## src/rtl/layer_in_if.sv

```systemverilog
// Byte-stream input and layer-buffer write bus of layer_in.
// Exposes err_cnt_out only when LAYER_IN_ERR_CNT_EN is defined.
interface layer_in_if #(
   parameter int unsigned LAYERS = 8
) ();
   logic              spi_cs_in;
   logic              byte_rdy_in;
   logic [7:0]        byte_data_in;
   logic [LAYERS-1:0] layer_en_out;
   logic [5:0]        wr_addr_out;
   logic [3:0]        byte_en_out;
   logic [7:0]        byte_data_out;
   logic              frame_rdy_out;
`ifdef LAYER_IN_ERR_CNT_EN
   logic [7:0]        err_cnt_out;
`endif

   // Byte source and write-bus consumer side.
   modport master (
      output spi_cs_in, byte_rdy_in, byte_data_in,
      input  layer_en_out, wr_addr_out, byte_en_out, byte_data_out, frame_rdy_out
`ifdef LAYER_IN_ERR_CNT_EN
      , input err_cnt_out
`endif
   );

   // Command parser side.
   modport slave (
      input  spi_cs_in, byte_rdy_in, byte_data_in,
      output layer_en_out, wr_addr_out, byte_en_out, byte_data_out, frame_rdy_out
`ifdef LAYER_IN_ERR_CNT_EN
      , output err_cnt_out
`endif
   );
endinterface

```

## src/rtl/layer_in.sv

```systemverilog
// Command parser: decodes the SPI byte stream and scatters pixel bytes into the
// per-layer buffers, pulsing frame_rdy_out after the last byte of a frame.
// Optional abort counter enabled by defining LAYER_IN_ERR_CNT_EN.
module layer_in #(
   parameter int unsigned LAYERS      = 8,
   parameter int unsigned PIXELS      = 64,
   parameter int unsigned PIXEL_BYTES = 3
) (
   input logic        clk_in,
   input logic        rst_in,
   layer_in_if.slave  bus
);
   localparam logic [7:0]        CmdDataWr = 8'hDA;
   localparam logic [1:0]        LnLast    = 2'(PIXEL_BYTES - 1);
   localparam logic [5:0]        PixLast   = 6'(PIXELS - 1);
   localparam logic [3:0]        LyrLast   = 4'(LAYERS - 1);
   localparam logic [LAYERS-1:0] LyrOne    = LAYERS'(1);

   typedef enum logic [0:0] {StIdle, StData} state_e;

   state_e            state_q, state_d;
   logic [1:0]        ln_q, ln_d;
   logic [5:0]        pix_q, pix_d;
   logic [3:0]        lyr_q, lyr_d;
   logic [LAYERS-1:0] layer_en_q, layer_en_d;
   logic [5:0]        wr_addr_q, wr_addr_d;
   logic [3:0]        byte_en_q, byte_en_d;
   logic [7:0]        data_q, data_d;
   logic              last_q, last_d;
   logic              frame_rdy_q, frame_rdy_d;
`ifdef LAYER_IN_ERR_CNT_EN
   logic [7:0]        err_cnt_q, err_cnt_d;
`endif

   logic accept;
   assign accept = bus.byte_rdy_in & bus.spi_cs_in;

   // Next-state: command decode, pixel scatter and nested counter advance.
   always_comb begin
      state_d     = state_q;
      ln_d        = ln_q;
      pix_d       = pix_q;
      lyr_d       = lyr_q;
      layer_en_d  = layer_en_q;
      wr_addr_d   = wr_addr_q;
      byte_en_d   = 4'b0000;
      data_d      = data_q;
      last_d      = 1'b0;
      // last_q marks the cycle of the final strobe; frame_rdy follows it.
      frame_rdy_d = last_q;
`ifdef LAYER_IN_ERR_CNT_EN
      err_cnt_d   = err_cnt_q;
`endif
      unique case (state_q)
         StIdle: begin
            if (accept && bus.byte_data_in == CmdDataWr) begin
               state_d = StData;
               ln_d    = 2'd0;
               pix_d   = 6'd0;
               lyr_d   = 4'd0;
`ifdef LAYER_IN_ERR_CNT_EN
               if (err_cnt_q == 8'hFF) err_cnt_d = 8'h00;
`endif
            end
         end
         StData: begin
            if (!bus.spi_cs_in) begin
               // Abort; any byte presented with cs low is dropped.
               state_d = StIdle;
               ln_d    = 2'd0;
               pix_d   = 6'd0;
               lyr_d   = 4'd0;
`ifdef LAYER_IN_ERR_CNT_EN
               if (err_cnt_q != 8'hFF) err_cnt_d = err_cnt_q + 8'd1;
`endif
            end else if (bus.byte_rdy_in) begin
               byte_en_d  = 4'b0001 << ln_q;
               wr_addr_d  = pix_q;
               layer_en_d = LyrOne << lyr_q;
               data_d     = bus.byte_data_in;
               if (ln_q == LnLast) begin
                  ln_d = 2'd0;
                  if (pix_q == PixLast) begin
                     pix_d = 6'd0;
                     if (lyr_q == LyrLast) begin
                        lyr_d   = 4'd0;
                        last_d  = 1'b1;
                        state_d = StIdle;
                     end else begin
                        lyr_d = lyr_q + 4'd1;
                     end
                  end else begin
                     pix_d = pix_q + 6'd1;
                  end
               end else begin
                  ln_d = ln_q + 2'd1;
               end
            end
         end
         default: state_d = StIdle;
      endcase
   end

   // State and output registers with asynchronous reset.
   always_ff @(posedge clk_in or posedge rst_in) begin
      if (rst_in) begin
         state_q     <= StIdle;
         ln_q        <= 2'd0;
         pix_q       <= 6'd0;
         lyr_q       <= 4'd0;
         layer_en_q  <= '0;
         wr_addr_q   <= 6'd0;
         byte_en_q   <= 4'b0000;
         data_q      <= 8'h00;
         last_q      <= 1'b0;
         frame_rdy_q <= 1'b0;
`ifdef LAYER_IN_ERR_CNT_EN
         err_cnt_q   <= 8'h00;
`endif
      end else begin
         state_q     <= state_d;
         ln_q        <= ln_d;
         pix_q       <= pix_d;
         lyr_q       <= lyr_d;
         layer_en_q  <= layer_en_d;
         wr_addr_q   <= wr_addr_d;
         byte_en_q   <= byte_en_d;
         data_q      <= data_d;
         last_q      <= last_d;
         frame_rdy_q <= frame_rdy_d;
`ifdef LAYER_IN_ERR_CNT_EN
         err_cnt_q   <= err_cnt_d;
`endif
      end
   end

   assign bus.layer_en_out  = layer_en_q;
   assign bus.wr_addr_out   = wr_addr_q;
   assign bus.byte_en_out   = byte_en_q;
   assign bus.byte_data_out = data_q;
   assign bus.frame_rdy_out = frame_rdy_q;
`ifdef LAYER_IN_ERR_CNT_EN
   assign bus.err_cnt_out   = err_cnt_q;
`endif
endmodule

```

## src/flat_wrapper.sv

```systemverilog
// flat-port wrapper written by rule: the top's interface ports become plain ports
module layer_in_flat 
#(
   parameter int unsigned LAYERS      = 8,
   parameter int unsigned PIXELS      = 64,
   parameter int unsigned PIXEL_BYTES = 3
)
  (clk_in, rst_in, bus_spi_cs_in, bus_byte_rdy_in, bus_byte_data_in, bus_layer_en_out, bus_wr_addr_out, bus_byte_en_out, bus_byte_data_out, bus_frame_rdy_out);
  layer_in_if #(.LAYERS(LAYERS)) bus_i ();
  input logic clk_in;
  input logic rst_in;
  input wire logic [$bits(bus_i.spi_cs_in)-1:0] bus_spi_cs_in;
  input wire logic [$bits(bus_i.byte_rdy_in)-1:0] bus_byte_rdy_in;
  input wire logic [$bits(bus_i.byte_data_in)-1:0] bus_byte_data_in;
  output wire logic [$bits(bus_i.layer_en_out)-1:0] bus_layer_en_out;
  output wire logic [$bits(bus_i.wr_addr_out)-1:0] bus_wr_addr_out;
  output wire logic [$bits(bus_i.byte_en_out)-1:0] bus_byte_en_out;
  output wire logic [$bits(bus_i.byte_data_out)-1:0] bus_byte_data_out;
  output wire logic [$bits(bus_i.frame_rdy_out)-1:0] bus_frame_rdy_out;
  assign bus_i.spi_cs_in = bus_spi_cs_in;
  assign bus_i.byte_rdy_in = bus_byte_rdy_in;
  assign bus_i.byte_data_in = bus_byte_data_in;
  assign bus_layer_en_out = bus_i.layer_en_out;
  assign bus_wr_addr_out = bus_i.wr_addr_out;
  assign bus_byte_en_out = bus_i.byte_en_out;
  assign bus_byte_data_out = bus_i.byte_data_out;
  assign bus_frame_rdy_out = bus_i.frame_rdy_out;
  layer_in #(.LAYERS(LAYERS), .PIXELS(PIXELS), .PIXEL_BYTES(PIXEL_BYTES)) u_core (.clk_in(clk_in), .rst_in(rst_in), .bus(bus_i));
endmodule
```

## config.mk

```make
export PLATFORM = sky130hd
export DESIGN_NAME = layer_in_flat
export DESIGN_NICKNAME = d
export VERILOG_FILES = /design/src/rtl/layer_in_if.sv /design/src/rtl/layer_in.sv /design/src/flat_wrapper.sv
export SDC_FILE = /design/constraint.sdc
export NUM_CORES = 1
export LEC_CHECK = 0
export ABC_AREA = 1
export BUFFER_PORTS_ARGS = -buffer_cell sky130_fd_sc_hd__buf_4
export CORE_MARGIN = 3
export CORE_UTILIZATION = 49
export DETAILED_ROUTE_END_ITERATION = 6
export PLACE_DENSITY = 0.86
export SLEW_MARGIN = 20
export SYNTH_ARGS = -nofsm -noshare
export SYNTH_HDL_FRONTEND = slang
export SYNTH_SLANG_ARGS = --single-unit
```

## constraint.sdc

```tcl
create_clock -name clk_in -period 1.3 [get_ports clk_in]
set_input_delay 0.195 -clock clk_in [delete_from_list [all_inputs] [get_ports clk_in]]
set_output_delay 0.195 -clock clk_in [all_outputs]
set_load 0.005 [all_outputs]
```

Yosys cells after proc, flatten, opt, wreduce, memory -nomap -nowiden
Index checks and enable logic that the tools add are counted.

Bits of input ports: 12. Logic and storage cells: 64. Flip-flop bits (word level): 41.

Bitwise gates (word level): 2. Reduce and logical (&&, ||, !) cells: 5. Mux-type cells: 34. Add/subtract/negate cells: 3. Equality and inequality tests: 8. Shift-type cells: 2.

Operator list (count): two-way mux 4 bit (9); two-way mux 6 bit (5); two-way mux 1 bit (12); one-hot mux 6 bit (2 select lines) (1); inequality test 3 bit, second input constant (3); equality test 8 bit, second input constant (1); two-way mux 2 bit (4); one-hot mux 4 bit (2 select lines) (1); left shift 1 x 4 -> 8 bit, first input constant (1); adder 6 x 1 -> 6 bit, second input constant (1); equality test 6 bit, second input constant (1); AND reduction 3 bit (2); adder 4 x 1 -> 4 bit, second input constant (1); equality test 4 x 3 -> 1 bit, second input constant (1); one-hot mux 2 bit (2 select lines) (1); AND reduction 4 bit (1); left shift 1 x 2 -> 4 bit, first input constant (1); adder 2 x 1 -> 2 bit, second input constant (1); equality test 2 bit, second input constant (1); inequality test 2 x 1 -> 1 bit, second input constant (1); one-hot mux 1 bit (2 select lines) (1); AND reduction 2 bit (1); AND 1 bit (1); logical AND 1 bit (1); inverter 1 bit (1).

Logic depth before layout (Yosys ltp)
Gate-level depths: netlist of the first run.

Depth after elaboration: 7. Depth in mapped cells: 8. Mapped depth without buffers: 8.

Worst setup path before layout of the first run
No wires, ideal clock.

Path kind: reg2reg. Start: register u_core.pix_q[0]. End: register u_core.lyr_q[1]. Stages on the path, launching flop included: 8. Period minus slack after synthesis: 1340 ps. Arrival time: 1223 ps. Buffers on the path: 0. Data required time: 1183 ps. Setup time: 117 ps. Setup slack: -40 ps. Cell sequence: dfrtp_1 > ha_1 > nand3_1 > nor2_1 > nor2_1 > nor2_4 > nand3b_1 > nand2_1.

Cells in the longest elaborated chain, start to end: 3.

RTL lines: from (decl) (line layer_in.sv:23) `logic [5:0] pix_q, pix_d;`; from (signal assigned) (line layer_in.sv:123) `pix_q <= pix_d;`; equality test 6 bit (line layer_in.sv:83) `if (pix_q == PixLast) begin`; inequality test 3 bit (no source line); AND reduction 4 bit (no source line); to (signal assigned) (line layer_in.sv:124) `lyr_q <= lyr_d;`; to (decl) (line layer_in.sv:24) `logic [3:0] lyr_q, lyr_d;`.

Every way passes these cells. A chain may end at the register's enable or synchronous reset.

Worst setup path in the final report of the first run
Start: register u_core.ln_q[1]. End: register u_core.lyr_q[3].

Cells in the longest elaborated chain, start to end: 3.

RTL lines: from (decl) (line layer_in.sv:22) `logic [1:0] ln_q, ln_d;`; from (signal assigned) (line layer_in.sv:122) `ln_q <= ln_d;`; equality test 2 bit (line layer_in.sv:81) `if (ln_q == LnLast) begin`; inequality test 3 bit (no source line); AND reduction 4 bit (no source line).

Every way passes these cells.

==> results.yml, run 1 <==
run_status:
  status: "finished, violations left"
  violations: "setup timing"
worst_setup_path:
  slowest_stage: "dfrtp_1"
  path_class: "reg2reg"
  crit_fanout: 8
  cpPeakStageDelay_ns: 0.38
  r2r-end: "u_core.lyr_q[3]"
  critical_path.cell_chain: "inv_1 -> nor2_1 -> o21ai_2 -> nand2_4 -> buf_4 -> nand3_1 -> nand2_1"
  crit_buf_inv: 2
  crit_path_start_kind: "flop"
  rr_startpoint: "u_core.ln_q[1]"
  end_kind: "flop"
  cp.required_ns: 1.48
  critical_path.top_delay_family: "flip-flops"
  cp.arrival_ns: 1.54
  ff2ff_setup_slack_ns: -0.06
  rr_worst_depth: 7
floorplan:
  rows: 22
  io_pins: 39
  die_area_sq_um: 4770
  initial_core_util: 0.521
  fp.dieH_microns: 69.1
  die_w_microns: 69.1
  core_sq_um: 3740
cts:
  cts_num_sinks: 41
  cts_tree: "done"
  clk_pin_slew_ns: 0.08
  cts_buffers: 5
  clockRootBuffer: "clkbuf_8"
  clock_latency_ns: 0.30
  cts_max_level: 2
  cts_max_path_buffers: 2
synthesis:
  yosysWarningCount: 0
  syn-num-nets: 250
  synth_xor_area_frac: 0
  synth_area_leaders: "dfrtp_1 53%, nand2_1 16%, ha_1 4.5%, o21ai_0 4.4%, inv_1 4.0%"
  synthAdderAreaFrac: 0.0449
  yosysUniqueCellTypes: 26
  synth-compound-area-share: 0.0700
  avgSynthCellArea_sq_um: 8.44
  muxShareOfSynthArea: 0
  synth_top_family_by_area: "simple AND/OR/NAND/NOR gates"
  netlist.area_leader.share: 0.526
  syn_inst: 231
  ys_seq_elements: 41
  yosys.area_share.simple: 0.296
  syn-cell-area_sq_um: 1950
  synth-seq-area-share: 0.526
  synth_top_area_cell: "dfrtp_1"
routing:
  wirelength_microns: 4500
  routedWlPerCell_microns: 13.2
  route.vias.total: 1750
  drtIter0Drc: 155
  final_antenna_net_count: 0
  route.detailed.drc: 0
  vias_per_cell: 5.15
  drtPass1Iterations: 4
global_routing:
  grt.overflow.total: 0
  grt_start_max_net_pins: 42
  antenna_found_initial: 0
  grt_use_total: 0.191
  grt_pass1_vias: 1686
  grt_pass1_wl_microns: 7400
sta:
  skew_ns: 0.00772
  fin_crit_sh: 1.05
  max_freq_ghz: 0.736
  rsz0062_at_grt: "true"
  setup_viol: 4
  final-max-slew-violation-count: 0
  worst_slack_ns: -0.0588
  worstMarginPinSlew_ns: 0.260
  fin_crit_ns: 1.36
  finalHoldViolCount: 0
  slew_headroom: 0.827
place:
  place_congestion: 0.897
  io_buffers: 38
  pre_cts_slack_ns: -0.0643
  post-dp-hpwl_microns: 3150
final_layout:
  final_nets: 310
  layout-drive-gt1-share: 0.318
  synthToLayoutAreaGrowth_pct: 33.6
  n_antenna_cell: 0
  postLayoutCoreUtil: 0.696
pwr:
  leakagePower_nw: 1.34
  cellPowerDensity_nw_per_um2: 836
  ir_drop_mv: 0.489
run:
  cap_violations: 0
worst_hold_path:
  min_path_type: "in2reg"
  hold-path-cell-count: 3
  holdPathEnd: "u_core.bus.byte_data_out[1]"
  hp-start: "bus_byte_data_in[1]"
## cells in the mapped netlist
master    number
clkbuf_1       1
nand3_1       12
nor2_1        14
nand2_1       84
or2_2          1
o21ai_1        4
inv_1         21
inv_2          2
buf_6          2
clkbuf_2       1
nand2_2        2
nor2_4         1
dfrtp_1       41
nand2_4        3
o21ai_0       17
nor2_2         1
nor3_1         4
o21ai_2        1
nand4_1        5
buf_2          1
nand3b_1       1
nor3_2         1
ha_1           7
a21oi_1        1
nand3_2        1
a31o_2         2
## registers in the layout (all words and copies together) (netlist names), 2 cells and up
register / flops
u_core.bus.byte_en_out: 4
u_core.bus.layer_en_out: 8
u_core.bus.wr_addr_out: 6
u_core.pix_q: 6
u_core.bus.byte_data_out: 8
u_core.lyr_q: 4
u_core.ln_q: 2
## layout make-up
class	instances	area [sq um]
fillers	275	1140
flip-flops and latches	41	1030
multi-input cells	162	880
repair buffers	58	467
inverters	23	88.8
clock buffers	6	72.6
well taps	48	60.1
clock inverters	2	10.0
## cell families after synthesis
logic type / count (synthesis)
AO/OA/AOI/OAI: 25
flip-flops: 41
adder cells (fa/ha/maj): 7
AND/OR/NAND/NOR: 130
buffers and inverters: 28
## worst max path at each step
stage / start / end / slack, ns / depth (start not counted)
floorplan: u_core.pix_q[0] / u_core.lyr_q[0] / 0.006 / 8
global placement: u_core.pix_q[0] / u_core.lyr_q[3] / 0.05 / 8
detailed placement: u_core.pix_q[1] / u_core.lyr_q[3] / -0.06 / 8
CTS: u_core.pix_q[1] / u_core.lyr_q[3] / -0.009 / 8
global route: u_core.ln_q[1] / u_core.lyr_q[3] / -0.13 / 7
finish: u_core.ln_q[1] / u_core.lyr_q[3] / -0.06 / 7
## worst register-to-register path, cell delays in order (launching register included)
cell and delay [ns]:
dfrtp_1 0.38, inv_1 0.12, nor2_1 0.08, o21ai_2 0.20
nand2_4 0.15, buf_4 0.16, nand3_1 0.08, nand2_1 0.07
## layer usage
metal | GRT usage | wire, microns | share of wire
met5 | 0 | 0 | 0
met3 | 0.0525 | 188 | 0.042
met2 | 0.310 | 2360 | 0.52
met1 | 0.240 | 1890 | 0.42
met4 | 0.0781 | 65 | 0.014
## power by group
part	internal [W]	switching [W]	leakage [nW]
clock network	0.000372	0.000423	0.0450
registers	0.00128	0.00000362	0.573
logic	0.0000437	0.0000551	0.724
## timing repair
| action | 4_1_cts | 5_1_grt |
|---|---|---|
| cloned | 0 | 0 |
| resized for setup | 6 | 16 |
| pin swaps | 3 | 2 |
| setup endpoints to repair | 7 | 35 |
| hold endpoints to repair | 41 | 0 |
| buffers inserted | 2 | 2 |
| hold buffers | 1 | 0 |
## cell usage in the layout, fill, tap and decap left out, drive strengths merged
master	instances
a21oi	1
a31o	2
buf	57
clkbuf	6
clkinv	2
dfrtp	41
dlygate4sd3	1
ha	7
inv	23
nand2	89
nand3	13
nand3b	1
nand4	5
nor2	16
nor3	5
o21ai	22
or2	1
## metrics by stage
step                      hold slack [ns]  setup TNS [ns]  area [sq um]  std cells  total power (W)
after floorplan                     0.305               0          1950        231          0.00135
after global placement              0.271               0          2400        327          0.00140
after detailed placement            0.282          -0.219          2400        327          0.00141
after CTS                          0.0942         -0.0181          2530        338          0.00219
after global routing               0.0872           -1.05          2600        340          0.00226
final                              0.0935         -0.0880          2600        340          0.00218
(Power assumes the default switching activity.)
==> run 2, diff against run 1 <==
Settings changed: REMOVE_ABC_BUFFERS set to 1.
==> run 2 against run 1 <==
Effect of this change: the run still ends with setup timing left; largest power group unchanged; clock skew is 0.0015 ns higher; register-to-register slack worse by 0.07 ns; non-clock buffer count up 6; largest cell class unchanged; setup slack got worse by 0.072 ns; highest routed layer unchanged; cell count grew 2.4%; maximum frequency decreased by 5.0%.
==> results.yml, run 2 (same netlist as run 1, synthesis figures left out) <==
run_status:
  status: "finished, violations left"
  violations: "setup timing"
global_routing:
  grt_pass1_wl_microns: 7670
  grt_start_max_net_pins: 42
  antenna_found_initial: 0
  grt_pass1_vias: 1679
  grt_use_total: 0.198
  grt.overflow.total: 0
sta:
  setup_viol: 13
  slew_headroom: 0.802
  worstMarginPinSlew_ns: 0.293
  skew_ns: 0.00921
  fin_crit_ns: 1.43
  rsz0062_at_grt: "true"
  max_freq_ghz: 0.699
  worst_slack_ns: -0.131
  finalHoldViolCount: 0
  final-max-slew-violation-count: 0
  fin_crit_sh: 1.10
pwr:
  p_clk_frac: 0.435
  pwr-share-comb: 0.044
  leakagePower_nw: 1.42
  p_sw_frac: 0.209
  ir_drop_mv: 0.607
  cellPowerDensity_nw_per_um2: 879
  switchingPower_w: 0.000515
  p_seq_frac: 0.521
  internal_power_w: 0.00195
floorplan:
  die_area_sq_um: 4770
  rows: 22
  fp.dieH_microns: 69.1
  io_pins: 39
  core_sq_um: 3740
  die_w_microns: 69.1
  initial_core_util: 0.521
place:
  pre_cts_slack_ns: -0.0566
  place_area_sq_um: 2430
  io_buffers: 38
  post-dp-hpwl_microns: 3200
  place_congestion: 0.911
cts:
  cts_buffers: 5
  clock_latency_ns: 0.30
  cts_num_sinks: 41
  cts_tree: "done"
  cts_max_path_buffers: 2
  clockRootBuffer: "clkbuf_8"
  clk_pin_slew_ns: 0.08
  cts_max_level: 2
routing:
  wirelength_microns: 6120
  final_antenna_net_count: 0
  route.detailed.drc: 0
  vias_per_cell: 5.60
  drtIter0Drc: 229
  routedWlPerCell_microns: 17.6
  route.vias.total: 1949
  drtPass1Iterations: 5
worst_setup_path:
  r2r-end: "u_core.state_q"
  cpPeakStageDelay_ns: 0.38
  ff2ff_setup_slack_ns: -0.13
  path_class: "reg2reg"
  cp.arrival_ns: 1.62
  end_kind: "flop"
  cp.required_ns: 1.48
  slowest_stage: "dfrtp_1"
  rr_worst_depth: 7
  worstSetupStartpoint: "u_core.pix_q[0]"
  crit_path_start_kind: "flop"
  crit_fanout: 2
  crit_end: "u_core.state_q"
  rr_startpoint: "u_core.pix_q[0]"
  critical_path.cell_chain: "ha_2 -> nand3_4 -> nor2_4 -> buf_4 -> nand2_1 -> nor3_2 -> o21ai_1"
final_layout:
  synthToLayoutAreaGrowth_pct: 44.0
  stdcell_area_sq_um: 2810
  final_cell_mix: "74 x nand2_1, 58 x buf_4, 41 x dfrtp_1, 19 x inv_1, 16 x o21ai_0"
  layout_commonest_cell: "nand2_1"
  final_nets: 318
  nFillCells: 213
  layout-drive-gt1-share: 0.373
  n_antenna_cell: 0
run:
  cap_violations: 0
worst_hold_path:
  min_path_type: "in2reg"
## run 2: power by group through the flow
stage               clock, W  combinational (W)  sequential (W)
floorplan                  0          0.0000368         0.00131
global placement           0          0.0000935         0.00131
detailed placement         0          0.0000967         0.00131
CTS                  0.00107           0.000101         0.00128
global route         0.00113           0.000120         0.00128
finish               0.00107           0.000108         0.00128
## run 2: worst min path at each step
stage               cells after the start           startpoint  slack, ns                     endpoint
floorplan                               2  bus_byte_data_in[1]       0.30  u_core.bus.byte_data_out[1]
global placement                        3               rst_in       0.28    u_core.bus.wr_addr_out[4]
detailed placement                      3               rst_in       0.29   u_core.bus.layer_en_out[2]
finish                                  3  bus_byte_data_in[4]       0.10  u_core.bus.byte_data_out[4]
CTS                                     3  bus_byte_data_in[1]       0.11  u_core.bus.byte_data_out[1]
global route                            3  bus_byte_data_in[2]       0.11  u_core.bus.byte_data_out[2]
## run 2: layout make-up
type / instances / area, sq um / share of cell area
multi-input combinational: 164 / 982 / 0.350
clock buffer: 7 / 86.3 / 0.0308
sequential: 41 / 1030 / 0.366
timing repair buffer: 64 / 533 / 0.190
inverter: 23 / 88.8 / 0.0317
tap: 48 / 60.1 / 0.0214
clock inverter: 1 / 30.0 / 0.0107
## run 2: through the flow
step                power (W)  utilization  setup TNS, ns  cells  hold slack (ns)
floorplan             0.00135            -         -0.338    226            0.305
global placement      0.00140        0.648       -0.00853    331            0.277
detailed placement    0.00141        0.648         -0.217    331            0.295
CTS                   0.00245        0.692         -0.340    342            0.107
global route          0.00254        0.750          -1.87    348            0.107
finish                0.00247        0.750         -0.993    348            0.101
## run 2: per-layer routing
| layer | track usage | up-vias | share of wire |
|---|---|---|---|
| met5 | 0 | - | 0 |
| met4 | 0.0803 | 0 | 0.020 |
| met3 | 0.0379 | 16 | 0.099 |
| met2 | 0.336 | 130 | 0.50 |
| met1 | 0.248 | 934 | 0.38 |
| li1 | - | 869 | - |
## run 2: worst max-delay path, delay by kind of cell, from the launching register on
family / cells / cell delay [ns]
AOI/OAI and AO/OA: 1 / 0.07
adders and majority gates: 1 / 0.23
buffers and inverters: 1 / 0.14
DFF: 1 / 0.38
and+or+nand+nor: 4 / 0.49
## run 2: repair_timing
| action | 4_1_cts | 5_1_grt |
|---|---|---|
| hold buffers | 1 | 0 |
| gates cloned | 0 | 3 |
| pin swaps | 5 | 13 |
| buffers inserted | 2 | 3 |
| gates resized for setup | 7 | 36 |
| endpoints found under the hold margin | 41 | 0 |
| endpoints found under the setup margin | 8 | 30 |
==> run 3, diff against run 2 <==
Settings changed: CORE_UTILIZATION 49 to 54, PLACE_DENSITY 0.86 to 0.9, RECOVER_POWER set to 25.
Clock period 1.3 ns to 1.35 ns, I/O delays scaled along.
==> run 3 against run 2 <==
Effect of this change: highest routed layer unchanged; the flow still finishes with violations (setup timing); largest power group unchanged; clock skew up 0.0043 ns; clock-buffer cell count is the same; sequential power fell by 3%; critical endpoint is now u_core.lyr_q[2]; sequential share of layout area increased by 2.1 points; die area is 8.5% lower; via count up 0.31%; flip-flop and latch count unchanged; power is 12% lower.
==> results.yml, run 3 (same netlist as run 1, synthesis figures left out) <==
cts:
  clock_latency_ns: 0.37
  clk_pin_slew_ns: 0.13
  cts_num_sinks: 41
  cts_tree: "done"
  clockRootBuffer: "clkbuf_4"
  cts_max_path_buffers: 2
  cts_buffers: 5
  cts_max_level: 2
worst_setup_path:
  slowest_stage: "dfrtp_1"
  critical_path.top_delay_family: "simple AND/OR/NAND/NOR gates"
  cpPeakStageDelay_ns: 0.42
  r2r-end: "u_core.lyr_q[2]"
  crit_path_start_kind: "flop"
  rr_worst_depth: 8
  path_class: "reg2reg"
  end_kind: "flop"
  ff2ff_setup_slack_ns: -0.08
  cp.required_ns: 1.65
  crit_buf_inv: 2
  crit_fanout: 3
  rr_startpoint: "u_core.lyr_q[0]"
  cp.arrival_ns: 1.73
  critical_path.cell_chain: "ha_1 -> inv_1 -> nor2_1 -> inv_1 -> nand2_1 -> nor2_1 -> nand3_1 -> nand2_1"
global_routing:
  grt_pass1_vias: 1671
  grt_pass1_wl_microns: 7280
  grt_use_total: 0.223
  antenna_found_initial: 0
  grt_start_max_net_pins: 42
  grt.overflow.total: 0
place:
  place_congestion: 0.920
  io_buffers: 38
  post-dp-hpwl_microns: 3110
  post-place-cells: 323
final_layout:
  synthToLayoutAreaGrowth_pct: 36.3
  layout-drive-gt1-share: 0.345
  n_antenna_cell: 0
  stdcell_count: 339
  postLayoutCoreUtil: 0.778
  final_cell_mix: "77 x nand2_1, 52 x buf_4, 40 x dfrtp_1, 19 x inv_1, 17 x o21ai_0"
  nFillCells: 194
  layout_commonest_cell: "nand2_1"
  final_nets: 311
floorplan:
  fp.dieH_microns: 66.1
  initial_core_util: 0.571
  core_sq_um: 3420
  die_area_sq_um: 4370
  die_w_microns: 66.1
  io_pins: 39
  rows: 21
routing:
  final_antenna_net_count: 0
  route.detailed.drc: 0
  wirelength_microns: 5720
  drtIter0Drc: 255
  route.vias.total: 1955
  routedWlPerCell_microns: 16.9
  vias_per_cell: 5.77
  drtPass1Iterations: 5
worst_hold_path:
  hold-path-cell-count: 3
  min_path_type: "in2reg"
  hp-start: "bus_byte_data_in[4]"
  holdPathEnd: "u_core.bus.byte_data_out[4]"
sta:
  skew_ns: 0.0135
  hold_slack_ns: 0.0331
  worst_slack_ns: -0.0779
  max_freq_ghz: 0.700
  final-max-slew-violation-count: 0
  setup_viol: 8
  fin_crit_sh: 1.06
  fin_crit_ns: 1.43
  rsz0062_at_grt: "true"
  finalHoldViolCount: 0
  slew_headroom: 0.641
  worstMarginPinSlew_ns: 0.538
pwr:
  ir_drop_mv: 0.573
  power_w: 0.00218
  cellPowerDensity_nw_per_um2: 819
  leakagePower_nw: 1.36
run_status:
  violations: "setup timing"
  status: "finished, violations left"
run:
  cap_violations: 0
run 3: layout make-up:
| type | count | area (sq um) | share of cell area |
|---|---|---|---|
| flip-flops and latches | 41 | 1030 | 0.387 |
| multi-input cells | 163 | 941 | 0.354 |
| repair buffers | 58 | 458 | 0.172 |
| inverters | 23 | 88.8 | 0.0334 |
| well taps | 46 | 57.6 | 0.0217 |
| clock buffers | 7 | 55.1 | 0.0207 |
| clock inverters | 1 | 30.0 | 0.0113 |
run 3: worst register-to-register path, cell delays in order (launching register included):
cell and delay, ns:
dfrtp_1 0.42, ha_1 0.25, inv_1 0.09, nor2_1 0.07, inv_1 0.14, nand2_1 0.11
nor2_1 0.14, nand3_1 0.09, nand2_1 0.08
run 3: what timing repair did:
| action | in CTS | in global routing |
|---|---|---|
| endpoints found under the setup margin | 10 | 24 |
| setup buffers | 2 | 4 |
| hold buffers | 1 | 0 |
| gates resized for setup | 5 | 30 |
| hold endpoints to repair | 41 | 0 |
| pin swaps | 5 | 16 |
| gates cloned | 0 | 1 |
run 3: routing by layer:
metal  routed length (microns)  track usage  vias to the layer above
met5                         0            0                        -
met4                       325        0.124                        0
met3                       493       0.0442                       36
met2                      2820        0.384                      132
met1                      2080        0.256                      930
li1                          -            -                      857
run 3: report_power, final:
part	switching, W	total [W]	internal (W)
Combinational	0.0000571	0.0000955	0.0000384
Sequential	0.00000401	0.00124	0.00123
Clock	0.000401	0.000844	0.000442
run 3: per-stage QoR:
stage	cell area (sq um)	setup TNS (ns)	setup slack, ns
3_3_place_gp	2380	0	0.0569
5_1_grt	2660	-1.08	-0.205
6_report	2660	-0.470	-0.0779
3_5_place_dp	2380	-0.139	-0.0748
4_1_cts	2500	0	0.00241
2_1_floorplan	1910	0	0.0101
run 3: worst max-delay path by stage:
stage / from / endpoint / slack, ns / cells past startpoint
after floorplan: u_core.pix_q[0] / u_core.lyr_q[1] / 0.01 / 7
after global placement: u_core.pix_q[0] / u_core.pix_q[0] / 0.06 / 7
after detailed placement: u_core.pix_q[0] / u_core.pix_q[1] / -0.07 / 7
after CTS: u_core.pix_q[0] / u_core.pix_q[3] / 0.002 / 9
after global routing: u_core.lyr_q[0] / u_core.lyr_q[2] / -0.21 / 8
final: u_core.lyr_q[0] / u_core.lyr_q[2] / -0.08 / 8
